<file path="config.mk">
export PLATFORM = sky130hd
export DESIGN_NAME = keypad_scan
export DESIGN_NICKNAME = d
export VERILOG_FILES = /design/src/rtl/keypad_scan.sv
export SDC_FILE = /design/constraint.sdc
export NUM_CORES = 1
export LEC_CHECK = 0
export CAP_MARGIN = 20
export CORE_MARGIN = 5
export CORE_UTILIZATION = 55
export CTS_BUF_LIST = sky130_fd_sc_hd__clkbuf_16
export CTS_CLUSTER_DIAMETER = 200
export DETAILED_ROUTE_END_ITERATION = 10
export GPL_ROUTABILITY_DRIVEN = 0
export PLACE_DENSITY = 0.86
export SETUP_SLACK_MARGIN = 0.02
export SLEW_MARGIN = 25
export SYNTH_ARGS = -nofsm -noshare
export SYNTH_HDL_FRONTEND = slang
export SYNTH_SLANG_ARGS = --single-unit
export TNS_END_PERCENT = 30
</file>
<file path="constraint.sdc">
create_clock -name clk -period 9.3 [get_ports clk]
set_clock_uncertainty 0.1 [all_clocks]
set_input_delay 1.395 -clock clk [delete_from_list [all_inputs] [get_ports clk]]
set_output_delay 1.395 -clock clk [all_outputs]
set_load 0.02 [all_outputs]
</file>
<file path="src/rtl/keypad_scan.sv">
// ============================================================================
// Module      : keypad_scan
// Description : 4x4 matrix keypad scanner. Drives one row low at a time,
//               samples the active-low columns at the end of each row dwell,
//               classifies each complete 16-key frame (none / single key /
//               ghost), debounces the frame result and emits key-press
//               events through a one-entry valid/ready buffer.
//
// Parameters  : SCAN_INTERVAL   - row dwell is SCAN_INTERVAL+1 clk cycles
//               DEBOUNCE_FRAMES - identical frames needed to accept a change
//                                 (1..15)
// Ports       : clk       in   single rising-edge clock
//               rst_n     in   asynchronous active-low reset
//               row[3:0]  out  row drive, active-low, one row low at a time
//               col[3:0]  in   column sense, active-low, asynchronous to clk
//               key_code  out  code of pending event (row*4 + col)
//               key_valid out  pending-event flag, held until accepted
//               key_ready in   consumer accept
//               key_down  out  high while a debounced key is held
//               overflow  out  sticky, set when an event is dropped
// Config      : define KEYPAD_COL_SYNC_EN to pass col through a 2-flop
//               synchronizer before sampling (needs SCAN_INTERVAL >= 3).
// Revision    : 1.0 - initial release
// ============================================================================
`default_nettype none

module keypad_scan #(
    parameter int SCAN_INTERVAL   = 10_000,
    parameter int DEBOUNCE_FRAMES = 4
) (
    input  logic       clk,
    input  logic       rst_n,
    output logic [3:0] row,
    input  logic [3:0] col,
    output logic [3:0] key_code,
    output logic       key_valid,
    input  logic       key_ready,
    output logic       key_down,
    output logic       overflow
);

    localparam int                 c_CNT_W   = (SCAN_INTERVAL < 2) ? 1 : $clog2(SCAN_INTERVAL + 1);
    localparam logic [c_CNT_W-1:0] c_CNT_MAX = c_CNT_W'(SCAN_INTERVAL);
    localparam logic [3:0]         c_DEB_MAX = 4'(DEBOUNCE_FRAMES);

    typedef enum logic [0:0] {
        ST_IDLE    = 1'b0,
        ST_PRESSED = 1'b1
    } state_t;

    // ------------------------------------------------------------------
    // Row scan timing
    // ------------------------------------------------------------------
    logic [c_CNT_W-1:0] r_dwell_cnt;
    logic [1:0]         r_row_idx;
    logic               w_dwell_end;
    logic               w_frame_end;

    assign w_dwell_end = (r_dwell_cnt == c_CNT_MAX);
    assign w_frame_end = w_dwell_end && (r_row_idx == 2'd3);

    always_ff @(posedge clk or negedge rst_n) begin
        if (!rst_n) begin
            r_dwell_cnt <= '0;
            r_row_idx   <= 2'd0;
        end else if (w_dwell_end) begin
            r_dwell_cnt <= '0;
            r_row_idx   <= r_row_idx + 2'd1;
        end else begin
            r_dwell_cnt <= r_dwell_cnt + c_CNT_W'(1);
        end
    end

    assign row = ~(4'b0001 << r_row_idx);

    // ------------------------------------------------------------------
    // Column sampling (active-high "key hit" view of the columns)
    // ------------------------------------------------------------------
    logic [3:0] w_col_hit;

`ifdef KEYPAD_COL_SYNC_EN
    // The synchronized value seen at the end of the dwell reflects col two
    // cycles earlier, which is still inside the same row's dwell as long as
    // the dwell is at least four cycles long, so event timing is unchanged.
    logic [3:0] r_col_meta;
    logic [3:0] r_col_sync;

    always_ff @(posedge clk or negedge rst_n) begin
        if (!rst_n) begin
            r_col_meta <= 4'b1111;
            r_col_sync <= 4'b1111;
        end else begin
            r_col_meta <= col;
            r_col_sync <= r_col_meta;
        end
    end

    assign w_col_hit = ~r_col_sync;
`else
    assign w_col_hit = ~col;
`endif

    logic [15:0] r_snap;

    always_ff @(posedge clk or negedge rst_n) begin
        if (!rst_n) begin
            r_snap <= 16'd0;
        end else if (w_dwell_end) begin
            r_snap[{r_row_idx, 2'b00} +: 4] <= w_col_hit;
        end
    end

    // ------------------------------------------------------------------
    // Frame classification. The row-3 bits are taken straight from the
    // sample being captured so the frame is judged on the completing edge.
    // ------------------------------------------------------------------
    logic [15:0] w_frame;
    logic        w_ghost;
    logic        w_res_key;
    logic [3:0]  w_pri_idx;
    logic [3:0]  w_res_idx;

    always_comb begin
        w_frame         = r_snap;
        w_frame[15:12]  = w_col_hit;
        // More than one bit set <=> clearing the lowest set bit leaves bits.
        w_ghost         = ((w_frame & (w_frame - 16'd1)) != 16'd0);
        w_res_key       = (w_frame != 16'd0) && !w_ghost;
        w_pri_idx       = 4'd0;
        for (int i = 0; i < 16; i++) begin
            if (w_frame[i]) begin
                w_pri_idx = 4'(i);
            end
        end
        // NONE is encoded as key=0, idx=0 so result compares are exact.
        w_res_idx = w_res_key ? w_pri_idx : 4'd0;
    end

    // ------------------------------------------------------------------
    // Debounce
    // ------------------------------------------------------------------
    logic       r_prev_key;
    logic [3:0] r_prev_idx;
    logic [3:0] r_deb_cnt;
    logic       w_same;
    logic [3:0] w_deb_next;
    logic       w_frame_ok;
    logic       w_settled;

    assign w_same     = (w_res_key == r_prev_key) && (w_res_idx == r_prev_idx);
    assign w_deb_next = !w_same                 ? 4'd1 :
                        (r_deb_cnt >= c_DEB_MAX) ? c_DEB_MAX :
                                                  r_deb_cnt + 4'd1;
    assign w_frame_ok = w_frame_end && !w_ghost;
    // Once saturated the state already agrees with the result, so
    // re-evaluating on further identical frames changes nothing.
    assign w_settled  = w_frame_ok && (w_deb_next == c_DEB_MAX);

    always_ff @(posedge clk or negedge rst_n) begin
        if (!rst_n) begin
            r_deb_cnt  <= 4'd0;
            r_prev_key <= 1'b0;
            r_prev_idx <= 4'd0;
        end else if (w_frame_ok) begin
            r_deb_cnt  <= w_deb_next;
            r_prev_key <= w_res_key;
            r_prev_idx <= w_res_idx;
        end
    end

    // ------------------------------------------------------------------
    // Press state machine
    // ------------------------------------------------------------------
    state_t     r_state;
    state_t     w_state_nxt;
    logic [3:0] r_held_idx;
    logic [3:0] w_held_nxt;
    logic       w_emit;

    always_ff @(posedge clk or negedge rst_n) begin
        if (!rst_n) begin
            r_state    <= ST_IDLE;
            r_held_idx <= 4'd0;
        end else begin
            r_state    <= w_state_nxt;
            r_held_idx <= w_held_nxt;
        end
    end

    always_comb begin
        w_state_nxt = r_state;
        w_held_nxt  = r_held_idx;
        w_emit      = 1'b0;
        if (w_settled) begin
            case (r_state)
                ST_IDLE: begin
                    if (w_res_key) begin
                        w_state_nxt = ST_PRESSED;
                        w_held_nxt  = w_res_idx;
                        w_emit      = 1'b1;
                    end
                end
                ST_PRESSED: begin
                    if (!w_res_key) begin
                        w_state_nxt = ST_IDLE;
                    end else if (w_res_idx != r_held_idx) begin
                        w_held_nxt  = w_res_idx;
                        w_emit      = 1'b1;
                    end
                end
                default: begin
                    w_state_nxt = ST_IDLE;
                end
            endcase
        end
    end

    assign key_down = (r_state == ST_PRESSED);

    // ------------------------------------------------------------------
    // One-entry event buffer
    // ------------------------------------------------------------------
    logic       r_valid;
    logic [3:0] r_code;
    logic       r_ovf;

    always_ff @(posedge clk or negedge rst_n) begin
        if (!rst_n) begin
            r_valid <= 1'b0;
            r_code  <= 4'd0;
            r_ovf   <= 1'b0;
        end else if (w_emit) begin
            if (!r_valid || key_ready) begin
                // Empty, or draining this cycle: the new event takes the slot.
                r_valid <= 1'b1;
                r_code  <= w_res_idx;
            end else begin
                // Slot occupied and not draining: keep the old event.
                r_ovf   <= 1'b1;
            end
        end else if (r_valid && key_ready) begin
            r_valid <= 1'b0;
        end
    end

    assign key_valid = r_valid;
    assign key_code  = r_code;
    assign overflow  = r_ovf;

endmodule

`default_nettype wire
</file>
[Word level (Yosys, flattened, before mapping)]
Index checks and enable logic that the tools add are counted.
Word-level totals
  bits in registers: 52
  input bits: 7
  output and inout port bits: 11
  logic and storage cells: 83
Operators by class
  add/sub/neg operators: 5
  order comparisons: 1
  equal/unequal tests: 10
  shifts and indexed selects: 3
  multiplexer cells: 32
  bitwise operators: 5
  reductions and logical operators: 16
Operator list (count)
  two-way mux 4 bit: 17
  nonzero test 16 bit: 2
  AND 16 bit: 1
  bitwise mux 16 bit: 1
  variable shift 4 x 6 -> 16 bit, first input constant: 1
  variable part select 4 x 6 -> 16 bit: 1
  subtractor 16 x 1 -> 16 bit, second input constant: 1
  adder 14 x 1 -> 14 bit, second input constant: 1
  equality test 14 bit, second input constant: 1
  two-way mux 14 bit: 1
  two-way mux 1 bit: 8
  inverter 4 bit: 2
  case mux 4 bit (2 select lines): 1
  logical AND 1 bit: 6
  negator 4 -> 6 bit: 1
  AND reduction 2 bit: 3
  adder 4 x 1 -> 4 bit, second input constant: 1
  equality test 4 x 3 -> 1 bit, second input constant: 1
  equality test 4 bit: 1
  >= comparator 4 x 3 -> 1 bit, second input constant: 1
  two-way mux 2 bit: 2
  != test 2 x 1 -> 1 bit, second input constant: 2
  != test 2 bit, second input constant: 2
  != test 4 bit: 1
  other kinds (11): 13

[Depth between registers and ports, before layout]
Gate-level depths: netlist of the first run.
  depth in word-level cells: 24
  gate-level depth with buffers: 10
  depth with buffers taken out: 9

[Worst setup path before layout of the first run]
OpenSTA, ideal clock, no wires.
  kind: in2reg
  from: input port col[0]
  to: register r_code[0] (netlist: key_code[0])
  library setup time: 125 ps
  arrival: 3885 ps
  data required time: 9075 ps
  slack: 5190 ps
  stages: 9
  path buffers: 1
  path through: clkbuf_1 > and4bb_1 > or3b_2 > o2bb2ai_2 > nand4_4 > nor2_4 > mux2i_2 > and4_4 > mux2_4
On the way
  cells in the longest elaborated chain, start to end: 14
  elaborated cells between the ends (all ways): 26
  those cells by class: 1 x add/sub; 4 x eq/ne; 11 x mux; 2 x bitwise; 8 x reduce/logical
RTL lines
  start, declared: RTL line 34  | input logic [3:0] col,
  inverter 4 bit (*): RTL line 100  | assign w_col_hit = ~col;
  subtractor 16 x 1 -> 16 bit: RTL line 127  | w_ghost = ((w_frame & (w_frame - 16'd1)) != 16'd0);
  AND 16 bit: RTL line 127
  nonzero test 16 bit: RTL line 127
  logical NOT 1 bit: RTL line 128, 154
  logical AND 1 bit: RTL line 128  | w_res_key = (w_frame != 16'd0) && !w_ghost;
  two-way mux 4 bit: RTL line 136  | w_res_idx = w_res_key ? w_pri_idx : 4'd0;
  equality test 4 bit: RTL line 150  | assign w_same = (w_res_key == r_prev_key) && (w_res_idx == r_prev_idx);
  logical AND 1 bit: RTL line 150
  two-way mux 4 bit: RTL line 151  | assign w_deb_next = !w_same ? 4'd1 :
  equality test 4 x 3 -> 1 bit: RTL line 157  | assign w_settled = w_frame_ok && (w_deb_next == c_DEB_MAX);
  logical AND 1 bit: RTL line 157
  two-way mux 1 bit: RTL line 194  | if (w_settled) begin
  AND reduction 2 bit (no line)
  end signal, assigned: RTL line 236  | r_code <= w_res_idx;
  end, declared: RTL line 224  | logic [3:0] r_code;
Every way passes the cells marked *; elsewhere a longest branch is shown, timed or not.
A chain may end at the register's enable or synchronous reset.

[Worst setup path after layout of the first run]
  from: input port col[1]
  to: register r_code[0] (netlist: key_code[0])
Same word-level chain as after synthesis.

==> summary.md, run 1 <==
| Metric | Value |
|---|---|
| Post-layout net count | `309` |
| Drt first-iter violations | `around 200` |
| Final Non-Filler Cells | `362` |
| Clk pwr share | `44.6%` |
| Required @ worst endpoint | `9380 ps` |
| Final HPWL DP | `4.17 mm` |
| Post-Syn Area | `between 2000 and 3000 µm²` |
| DIE WIDTH | `81.1 µm` |
| Max incr delay on CP | `approximately 700 ps` |
| Multi-input logic area | `~1500 µm²` |
| Initial antenna violation count | `0` |
| Rows | `25` |
| Share of cells above drive strength 1 | `12.2%` |
| Worst Setup Path Type | `in2reg` |
| Grt ovf | `0` |
| Combinational power share | `about 3%` |
| Final Hold Vio Count | `0` |
| Clk_lat worst skew | `290 ps` |
| Sw Pwr | `86.1 µW` |
| Worst reg2reg startpoint | `r_snap[1]$_DFFE_PN0P_` |
| FF-to-FF End | `key_code[0]$_DFFE_PN0P_` |
| Chip height | `between 80 and 90 µm` |
| First-pass GRT wire length | `9.74 mm` |
| Main synth FF type | `dfrtp_1` |
| Critical path buffers and inverters | `1` |
| Setup bufs post-CTS | `0` |
| Synth warnings | `0` |
| Syn Inst Count | `280` |
| Cell area after layout | `3150 µm²` |
| Drt total wl | `about 5.7 mm` |
| Status | `completed` |
| CP arrival | `~4600 ps` |
| DRC | `0` |
| Antenna Cells | `0` |
| Antenna Nets Post-Route | `0` |
| Fill cells | `392` |
| Mean Syn Cell Area | `between 9 and 10 µm²` |
| Sequential share of the synthesized area | `a little over two fifths` |
| Hold crit path type | `reg2reg` |
| Crit-path leading delay family | `simple AND/OR/NAND/NOR gates` |
| P_int | `between 300 and 400 µW` |
| Peak supply drop | `0.110 mV` |
| Syn_nets | `about 300` |
| Die ar. | `6580 µm²` |
| Total CTS buffers | `5` |
| Hold path cells | `2` |
| Most common cell after layout, fill and taps aside | `dfrtp_1` |
| Max-Cap Viols | `0` |
| Final Max Tran Viols | `0` |
| Pin count of the biggest net entering global routing | `between 40 and 50` |
| CP max FO | `11` |
| Total track usage | `about a fifth` |
| Final TNS setup | `0 ps` |
| Critical Path Source Type | `primary input` |
| EDFF count, synth | `0` |
| Number of global-route vias before repair | `2044` |
| R2r setup slk | `between 5000 and 6000 ps` |
| Most frequent cells in the layout | `48 x dfrtp_1, 34 x nand2_1, 23 x nor2_1, 16 x clkdlybuf4s50_1, 14 x inv_1` |
| Root Buffer | `clkbuf_16` |
| Reg area | `1200 µm²` |
| Area growth syn-to-layout | `13.1%` |
| Placed cell count | `354` |
| Core Box Area | `around 4800 µm²` |
| Post-synth ARST share | `100%` |
| Clock-pin slew on the worst setup and hold paths | `60 ps` |
| Leakage | `1.34 nW` |
| RSZ-0062 raised after global routing | `no` |
| CTS tree | `yes` |
| Worst setup EP type | `flop` |
| Crit path time final | `4550 ps` |
| Initial Utilization | `57.7%` |
| Cell variety after synth | `61` |
| Max Clock Freq | `220 MHz` |
| Final critical-path share of the clock period | `48.9%` |
| Hold buffers post-CTS | `0` |
| R2R depth | `8` |
| Clock Tree Buf Depth | `2` |
| Max transition margin | `57.7%` |
| CP startpoint | `col[1]` |
| Via count | `approximately 2100` |
| Min-delay src | `r_deb_cnt[1]$_DFFE_PN0P_` |
| Slew @ Worst Pin | `roughly 630 ps` |
| Vias per cell | `5.91` |
| Final worst slack | `around 4800 ps` |
| Final setup viols | `0` |
| Flops & latches, synth | `48` |
| Crit-path slowest cell | `clkdlybuf4s50_1` |
| IO Pins | `18` |
| Post-DR wirelength/cell | `15.8 µm` |
| WHS Endpoint | `r_deb_cnt[1]$_DFFE_PN0P_` |
| Total chip power | `398 µW` |
| Pre-CTS setup slack | `between 4000 and 5000 ps` |
| Pre-antenna DRT Iters | `4` |
| H-tree levels | `2` |
| IO Port Bufs | `17` |
| Clock net sink count | `48` |
| Flop pwr share | `a little over half` |
| Switching share of power | `21.6%` |
| Power density over the cells | `around 130 nW/µm²` |
| DP Area | `around 3000 µm²` |
| Crit-path cells | `clkdlybuf4s50_1, and4bb_1, or3b_2, o2bb2ai_2, nand4_4, nor2_4, mux2i_2, and4_4, mux2_4` |
| PostCTS Resize Cnt | `0` |
-- worst max-delay path by stage --
stage                              end  depth (start not counted)
2_1_floorplan  key_code[0]$_DFFE_PN0P_                          9
3_3_place_gp   key_code[0]$_DFFE_PN0P_                          9
3_5_place_dp   key_code[0]$_DFFE_PN0P_                          9
4_1_cts        key_code[0]$_DFFE_PN0P_                          9
5_1_grt        key_code[0]$_DFFE_PN0P_                          9
6_report       key_code[0]$_DFFE_PN0P_                          9
-- power groups by stage --
stage                     logic [mW]  registers, mW  clock network (mW)
after detailed placement      0.0121          0.213                   0
after global placement        0.0118          0.213                   0
final                         0.0121          0.209               0.178
after CTS                     0.0121          0.209               0.180
after floorplan              0.00423          0.213                   0
after global routing          0.0137          0.209               0.191
-- final cells by class --
cell class	count	share of cell area [%]
Multi-Input combinational cell	207	47.2
Clock buffer	5	3.98
Timing Repair Buffer	18	5.57
Inverter	14	1.67
Clock inverter	3	0.756
Tap cell	67	2.67
Sequential cell	48	38.2
-- sequential cells by signal (all words and copies together) (netlist names), 2 cells and up --
register and cells:
r_row_idx 2, r_snap 12, key_code 4, r_deb_cnt 4, r_held_idx 4, r_dwell_cnt 14, r_prev_idx 4
-- cell families (layout without fill, tap and decap cells) --
kind of cell,count (synthesis),in the layout,share of synthesized area (%)
AND/OR/NAND/NOR,115,115,22.9
multiplexers,11,11,5.45
AO/OA/AOI/OAI,55,55,15.5
adder cells (fa/ha/maj),9,9,3.96
buffers and inverters,25,40,3.65
flip-flops,48,48,43.2
XOR/XNOR,17,17,5.36
-- layer usage --
metal	track usage (%)	vias to the layer above	routed length (µm)	share of wire, %
li1	-	1024	-	-
met1	26.2	1054	2580	45
met2	30.0	50	2840	50
met3	4.43	11	217	3.8
met4	7.26	0	91	1.6
met5	0	-	0	0
-- worst reg2reg max path, stage by stage, from the launching register on --
cell,delay [ps]
dfrtp_1,430
nor4_1,530
nand2_1,220
a221oi_2,430
nand4_4,220
nor2_4,230
mux2i_2,480
and4_4,370
mux2_4,300
-- metrics by stage --
stage / hold WS (ps) / util (%)
3_3_place_gp: 362 / 62.2
4_1_cts: 392 / 65.2
2_1_floorplan: 343 / -
3_5_place_dp: 370 / 62.2
6_report: 384 / 65.3
5_1_grt: 412 / 65.3
-- synthesized netlist by cell type, drive strengths merged (5+ instances only) --
master,number,area [µm²]
nand4,6,67.6
nand2,34,128
nor3,5,25.0
o21ai,9,48.8
and3,6,37.5
dfrtp,48,1200
inv,14,52.6
mux2,9,128
nor2,24,97.6
nand3,8,40.0
ha,8,100
o31ai,13,97.6
clkbuf,10,37.5
a21oi,8,51.3
xnor2,10,87.6
xor2,7,61.3
(Power assumes the default switching activity.)
==> inputs of run 2 (changes only) <==
Clock period 9.3 ns to 4.65 ns, I/O delays scaled along.
==> run 2 against run 1 <==
  * Utilization unchanged
  * Power increased by 99%
  * Hold slack got worse by 67 ps
  * Count of clock-buffer cells in the layout unchanged
  * Worst setup slack got worse by 3900 ps
  * Global-route usage decreased by 0.40 points
  * Critical path type unchanged
  * Largest cell class unchanged
==> summary.md, run 2 (synthesis gave the netlist of run 1 again) <==
| Metric | Value |
|---|---|
| Status | `completed` |
| Power density over the cells | `253 nW/µm²` |
| Clock Tree Buf Depth | `2` |
| Critical Path Source Type | `primary input` |
| Crit path time final | `roughly 3800 ps` |
| Flop pwr share | `52.5%` |
| Most common cell after layout, fill and taps aside | `dfrtp_1` |
| Max reg flops | `14` |
| Via count | `2103` |
| Drt first-iter violations | `196` |
| Reg with most FFs | `r_dwell_cnt` |
| Peak supply drop | `0.249 mV` |
| Multi-input logic area | `1480 µm²` |
| DRC | `0` |
| CP max FO | `11` |
| IO Port Bufs | `17` |
| Total track usage | `18.9%` |
| Critical path buffers and inverters | `1` |
| Pre-CTS setup slack | `between 500 and 600 ps` |
| First-pass GRT wire length | `slightly below 10 mm` |
| Worst Setup Path Type | `in2reg` |
| Crit-path cells | `clkdlybuf4s50_1, and4bb_1, or3b_2, o2bb2ai_2, nand4_4, nor2_4, mux2i_2, and4_4, mux2_4` |
| PostCTS Resize Cnt | `0` |
| Final Hold Vio Count | `0` |
| Most frequent cells in the layout | `48 x dfrtp_1, 34 x nand2_1, 23 x nor2_1, 16 x clkdlybuf4s50_1, 14 x inv_1` |
| Initial antenna violation count | `0` |
| P_int | `625 µW` |
| Final critical-path share of the clock period | `between 80% and 90%` |
| Final TNS setup | `0 ps` |
| Switching share of power | `21.4%` |
| Post-layout net count | `309` |
| Biggest regs | `r_dwell_cnt: 14 flops, r_snap: 12 flops` |
| Clk pwr share | `44.4%` |
| Initial Utilization | `just under 60%` |
| Root Buffer | `clkbuf_16` |
| Antenna Cells | `0` |
| Number of global-route vias before repair | `2037` |
| Core Box Area | `4820 µm²` |
| Hold buffers post-CTS | `0` |
| Total CTS buffers | `5` |
| Pin count of the biggest net entering global routing | `between 40 and 50` |
| Final setup viols | `0` |
| Final HPWL DP | `4.08 mm` |
| Crit-path slowest cell | `clkdlybuf4s50_1` |
| Rows | `25` |
| Clock net sink count | `48` |
| Chip height | `81.1 µm` |
| Hold crit path type | `in2async` |
| Share of cells above drive strength 1 | `12.2%` |
| Die ar. | `6580 µm²` |
| Final Max Tran Viols | `0` |
| Sw Pwr | `170 µW` |
| Worst setup EP type | `flop` |
| Drt total wl | `5.63 mm` |
| Final hold slack | `317 ps` |
| RSZ-0062 raised after global routing | `no` |
| IO Pins | `18` |
| Slew @ Worst Pin | `670 ps` |
| Clock-pin slew on the worst setup and hold paths | `60 ps` |
| Max transition margin | `between 50% and 60%` |
| Final worst slack | `856 ps` |
| DIE WIDTH | `slightly above 80 µm` |
| Clk_lat worst skew | `290 ps` |
| CP arrival | `3870 ps` |
| Reg area | `1200 µm²` |
| Setup bufs post-CTS | `0` |
| Leakage | `around 1.3 nW` |
| Combinational power share | `3.1%` |
| Fill cells | `404` |
| Max Clock Freq | `around 260 MHz` |
| Max-Cap Viols | `0` |
| Area growth syn-to-layout | `13.1%` |
| Post-DR wirelength/cell | `15.6 µm` |
| Pre-antenna DRT Iters | `4` |
| Max incr delay on CP | `720 ps` |
| Grt ovf | `0` |
| Vias per cell | `5.81` |
| Crit-path leading delay family | `simple AND/OR/NAND/NOR gates` |
| Required @ worst endpoint | `4720 ps` |
| H-tree levels | `2` |
| Antenna Nets Post-Route | `0` |
| CTS tree | `yes` |
## run 2: cell counts in the layout (fill, tap and decap cells not counted)
No cell type changed its count.
## run 2: worst register-to-register path, delay by kind of cell, from the launching register on
kind	cells	cell delay (ps)
AND/OR/NAND/NOR	5	1550
multiplexers	2	740
AO/OA/AOI/OAI	1	410
flip-flops	1	430
## run 2: through the flow
| stage | std cells | cell area (µm²) | power, mW | util, % |
|---|---|---|---|---|
| 2_1_floorplan | 280 | 2780 | 0.434 | - |
| 3_3_place_gp | 354 | 2990 | 0.449 | 62.2 |
| 3_5_place_dp | 354 | 2990 | 0.450 | 62.2 |
| 4_1_cts | 362 | 3140 | 0.798 | 65.2 |
| 5_1_grt | 362 | 3150 | 0.818 | 65.3 |
| 6_report | 362 | 3150 | 0.795 | 65.3 |
## run 2: power groups by stage
stage / registers, mW / clock network (mW) / logic, mW
finish: 0.417 / 0.353 / 0.0246
detailed placement: 0.425 / 0 / 0.0242
global placement: 0.425 / 0 / 0.0237
floorplan: 0.425 / 0 / 0.00846
global route: 0.417 / 0.373 / 0.0271
CTS: 0.417 / 0.357 / 0.0244
## run 2: layout make-up
| type | count | area share (%) |
|---|---|---|
| multi-input cells | 207 | 47.2 |
| flip-flops and latches | 48 | 38.2 |
| repair buffers | 18 | 5.57 |
| clock buffers | 5 | 3.98 |
| well taps | 67 | 2.67 |
| inverters | 14 | 1.67 |
| clock inverters | 3 | 0.756 |
## run 2: worst paths after layout
check	slack, ps	start	cells past startpoint	endpoint
max	860	col[1]	9	key_code[1]$_DFFE_PN0P_
min	320	rst_n	1	key_code[2]$_DFFE_PN0P_
max reg2reg	1320	r_snap[1]$_DFFE_PN0P_	8	key_code[1]$_DFFE_PN0P_
min reg2reg	390	r_deb_cnt[1]$_DFFE_PN0P_	2	r_deb_cnt[1]$_DFFE_PN0P_
max in group asynchronous	3750	rst_n	1	r_snap[9]$_DFFE_PN0P_
min in group clk	390	r_deb_cnt[1]$_DFFE_PN0P_	2	r_deb_cnt[1]$_DFFE_PN0P_
## run 2: metal layers
metal | vias up | wire (µm) | global-route usage, %
met4 | 0 | 96 | 6.76
met2 | 51 | 2750 | 30.4
met5 | - | 0 | 0
met1 | 1004 | 2540 | 25.1
li1 | 1037 | - | -
met3 | 11 | 243 | 4.10
==> inputs of run 3 (changes only) <==
Clock period 4.65 ns to 3.5 ns, I/O delays scaled along.
==> run 3 against run 2 <==
  * Power rose by 43%
  * Combinational power rose by 51%
  * Flip-flop and latch count unchanged
  * Non-clock buffer count grew 10
  * Critical path type unchanged
  * Largest power group unchanged
==> summary.md, run 3 (synthesis gave the netlist of run 1 again) <==
| Metric | Value |
|---|---|
| Clock net sink count | `48` |
| Crit-path cells | `clkdlybuf4s50_1, and4bb_1, or3b_2, o2bb2ai_2, nand4_4, o2111a_1, o22ai_2, and4_4, mux2_4` |
| H-tree levels | `2` |
| Biggest regs | `r_dwell_cnt: 14 flops, r_snap: 12 flops` |
| Area growth syn-to-layout | `16.5%` |
| Max incr delay on CP | `about 500 ps` |
| Slew @ Worst Pin | `687 ps` |
| Antenna Nets Post-Route | `0` |
| Pre-antenna DRT Iters | `4` |
| Setup bufs post-CTS | `0` |
| Switching share of power | `between 20% and 30%` |
| Post-layout net count | `around 320` |
| Vias per cell | `between 5 and 6` |
| Critical Path Source Type | `primary input` |
| R2R depth | `8` |
| Final Max Tran Viols | `0` |
| IO Port Bufs | `17` |
| Most common cell after layout, fill and taps aside | `dfrtp_1` |
| Max reg flops | `14` |
| Hold crit path type | `in2async` |
| Final setup viols | `0` |
| Placed cell count | `364` |
| Share of cells above drive strength 1 | `between 10 and 15%` |
| Die ar. | `roughly 6600 µm²` |
| Worst Setup Path Type | `in2reg` |
| Total track usage | `19.5%` |
| Crit path time final | `3210 ps` |
| Antenna Cells | `0` |
| RSZ-0062 raised after global routing | `no` |
| Pin count of the biggest net entering global routing | `between 40 and 50` |
| Post-DR wirelength/cell | `between 15 and 20 µm` |
| DIE WIDTH | `81.1 µm` |
| CP arrival | `3280 ps` |
| Peak supply drop | `0.262 mV` |
| Max transition margin | `53.7%` |
| Clock Tree Buf Depth | `2` |
| Total CTS buffers | `5` |
| CTS tree | `yes` |
| Status | `completed` |
| Most frequent cells in the layout | `48 x dfrtp_1, 34 x nand2_1, 23 x nor2_1, 16 x clkdlybuf4s50_1, 14 x inv_1` |
| Initial Utilization | `~58%` |
| Final Non-Filler Cells | `372` |
| Final critical-path share of the clock period | `approximately nine tenths` |
| Power density over the cells | `around 350 nW/µm²` |
| Clock-pin slew on the worst setup and hold paths | `70 ps` |
| Worst setup EP type | `flop` |
| Clk_lat worst skew | `approximately 280 ps` |
| Max-Cap Viols | `0` |
| Chip height | `~80 µm` |
| DRC | `0` |
| Root Buffer | `clkbuf_16` |
| Initial antenna violation count | `0` |
| Sw Pwr | `229 µW` |
| Max Clock Freq | `between 300 and 400 MHz` |
| PostCTS Resize Cnt | `0` |
| CP max FO | `9` |
| Flop pwr share | `slightly below 50%` |
| Core Box Area | `~4800 µm²` |
| P_int | `approximately 900 µW` |
| Grt ovf | `0` |
| Final Hold Vio Count | `0` |
| Drt total wl | `5.77 mm` |
| Final TNS setup | `0 ps` |
| Final HPWL DP | `4.06 mm` |
| First-pass GRT wire length | `9.86 mm` |
| Required @ worst endpoint | `3570 ps` |
| Combinational power share | `under 10%` |
| Crit-path slowest cell | `clkdlybuf4s50_1` |
| Clk pwr share | `47.8%` |
| Reg with most FFs | `r_dwell_cnt` |
| Drt first-iter violations | `212` |
| Via count | `2136` |
| Number of global-route vias before repair | `2054` |
| Leakage | `1.40 nW` |
| Rows | `25` |
| IO Pins | `18` |
| Hold buffers post-CTS | `0` |
==> run 3: through the flow <==
| stage | total power, mW | hold slack, ps | cell area [µm²] | util (%) | worst slack (ps) |
|---|---|---|---|---|---|
| finish | 1.13 | 131 | 3240 | 67.2 | 288 |
| global route | 1.17 | 203 | 3240 | 67.2 | 130 |
| CTS | 1.14 | 366 | 3240 | 67.2 | 298 |
| detailed placement | 0.602 | 372 | 3070 | 63.7 | 14.5 |
| global placement | 0.602 | 359 | 3070 | 63.7 | 71.3 |
| floorplan | 0.576 | 129 | 2780 | - | 260 |
==> run 3: layout make-up <==
type | count | area [µm²]
clock buffers | 5 | 125
inverters | 14 | 52.6
fillers | 380 | 1580
multi-input cells | 207 | 1480
repair buffers | 28 | 250
clock inverters | 3 | 42.5
flip-flops and latches | 48 | 1200
well taps | 67 | 83.8
==> run 3: metal layers <==
metal / routed length, µm / part of all wire (%) / global-route usage [%]
met1: 2610 / 45 / 26.1
met4: 56 / 0.97 / 5.07
met3: 227 / 3.9 / 3.77
met2: 2880 / 50 / 32.3
met5: 0 / 0 / 0
==> run 3: power by group through the flow <==
| stage | clock (mW) | combinational, mW | sequential, mW |
|---|---|---|---|
| 2_1_floorplan | 0 | 0.0112 | 0.565 |
| 3_3_place_gp | 0 | 0.0367 | 0.565 |
| 3_5_place_dp | 0 | 0.0371 | 0.565 |
| 4_1_cts | 0.548 | 0.0375 | 0.554 |
| 5_1_grt | 0.577 | 0.0417 | 0.554 |
| 6_report | 0.541 | 0.0372 | 0.555 |
==> run 3: worst paths after layout <==
| path | endpoint | startpoint | slack [ps] |
|---|---|---|---|
| worst min-delay path | key_down$_DFFE_PN0P_ | rst_n | 130 |
| worst max register to register | key_code[1]$_DFFE_PN0P_ | r_snap[1]$_DFFE_PN0P_ | 340 |
| worst min register to register | r_deb_cnt[1]$_DFFE_PN0P_ | r_deb_cnt[1]$_DFFE_PN0P_ | 390 |
| min in group clk | r_deb_cnt[1]$_DFFE_PN0P_ | r_deb_cnt[1]$_DFFE_PN0P_ | 390 |
| max in group asynchronous | r_prev_idx[0]$_DFFE_PN0P_ | rst_n | 2750 |
| worst max-delay path | key_code[1]$_DFFE_PN0P_ | col[0] | 290 |
==> run 3: critical path, delay by kind of cell <==
family	cells	cell delay, ps
AO/OA/AOI/OAI	3	740
buffers and inverters	1	500
multiplexers	1	300
AND/OR/NAND/NOR	4	1230
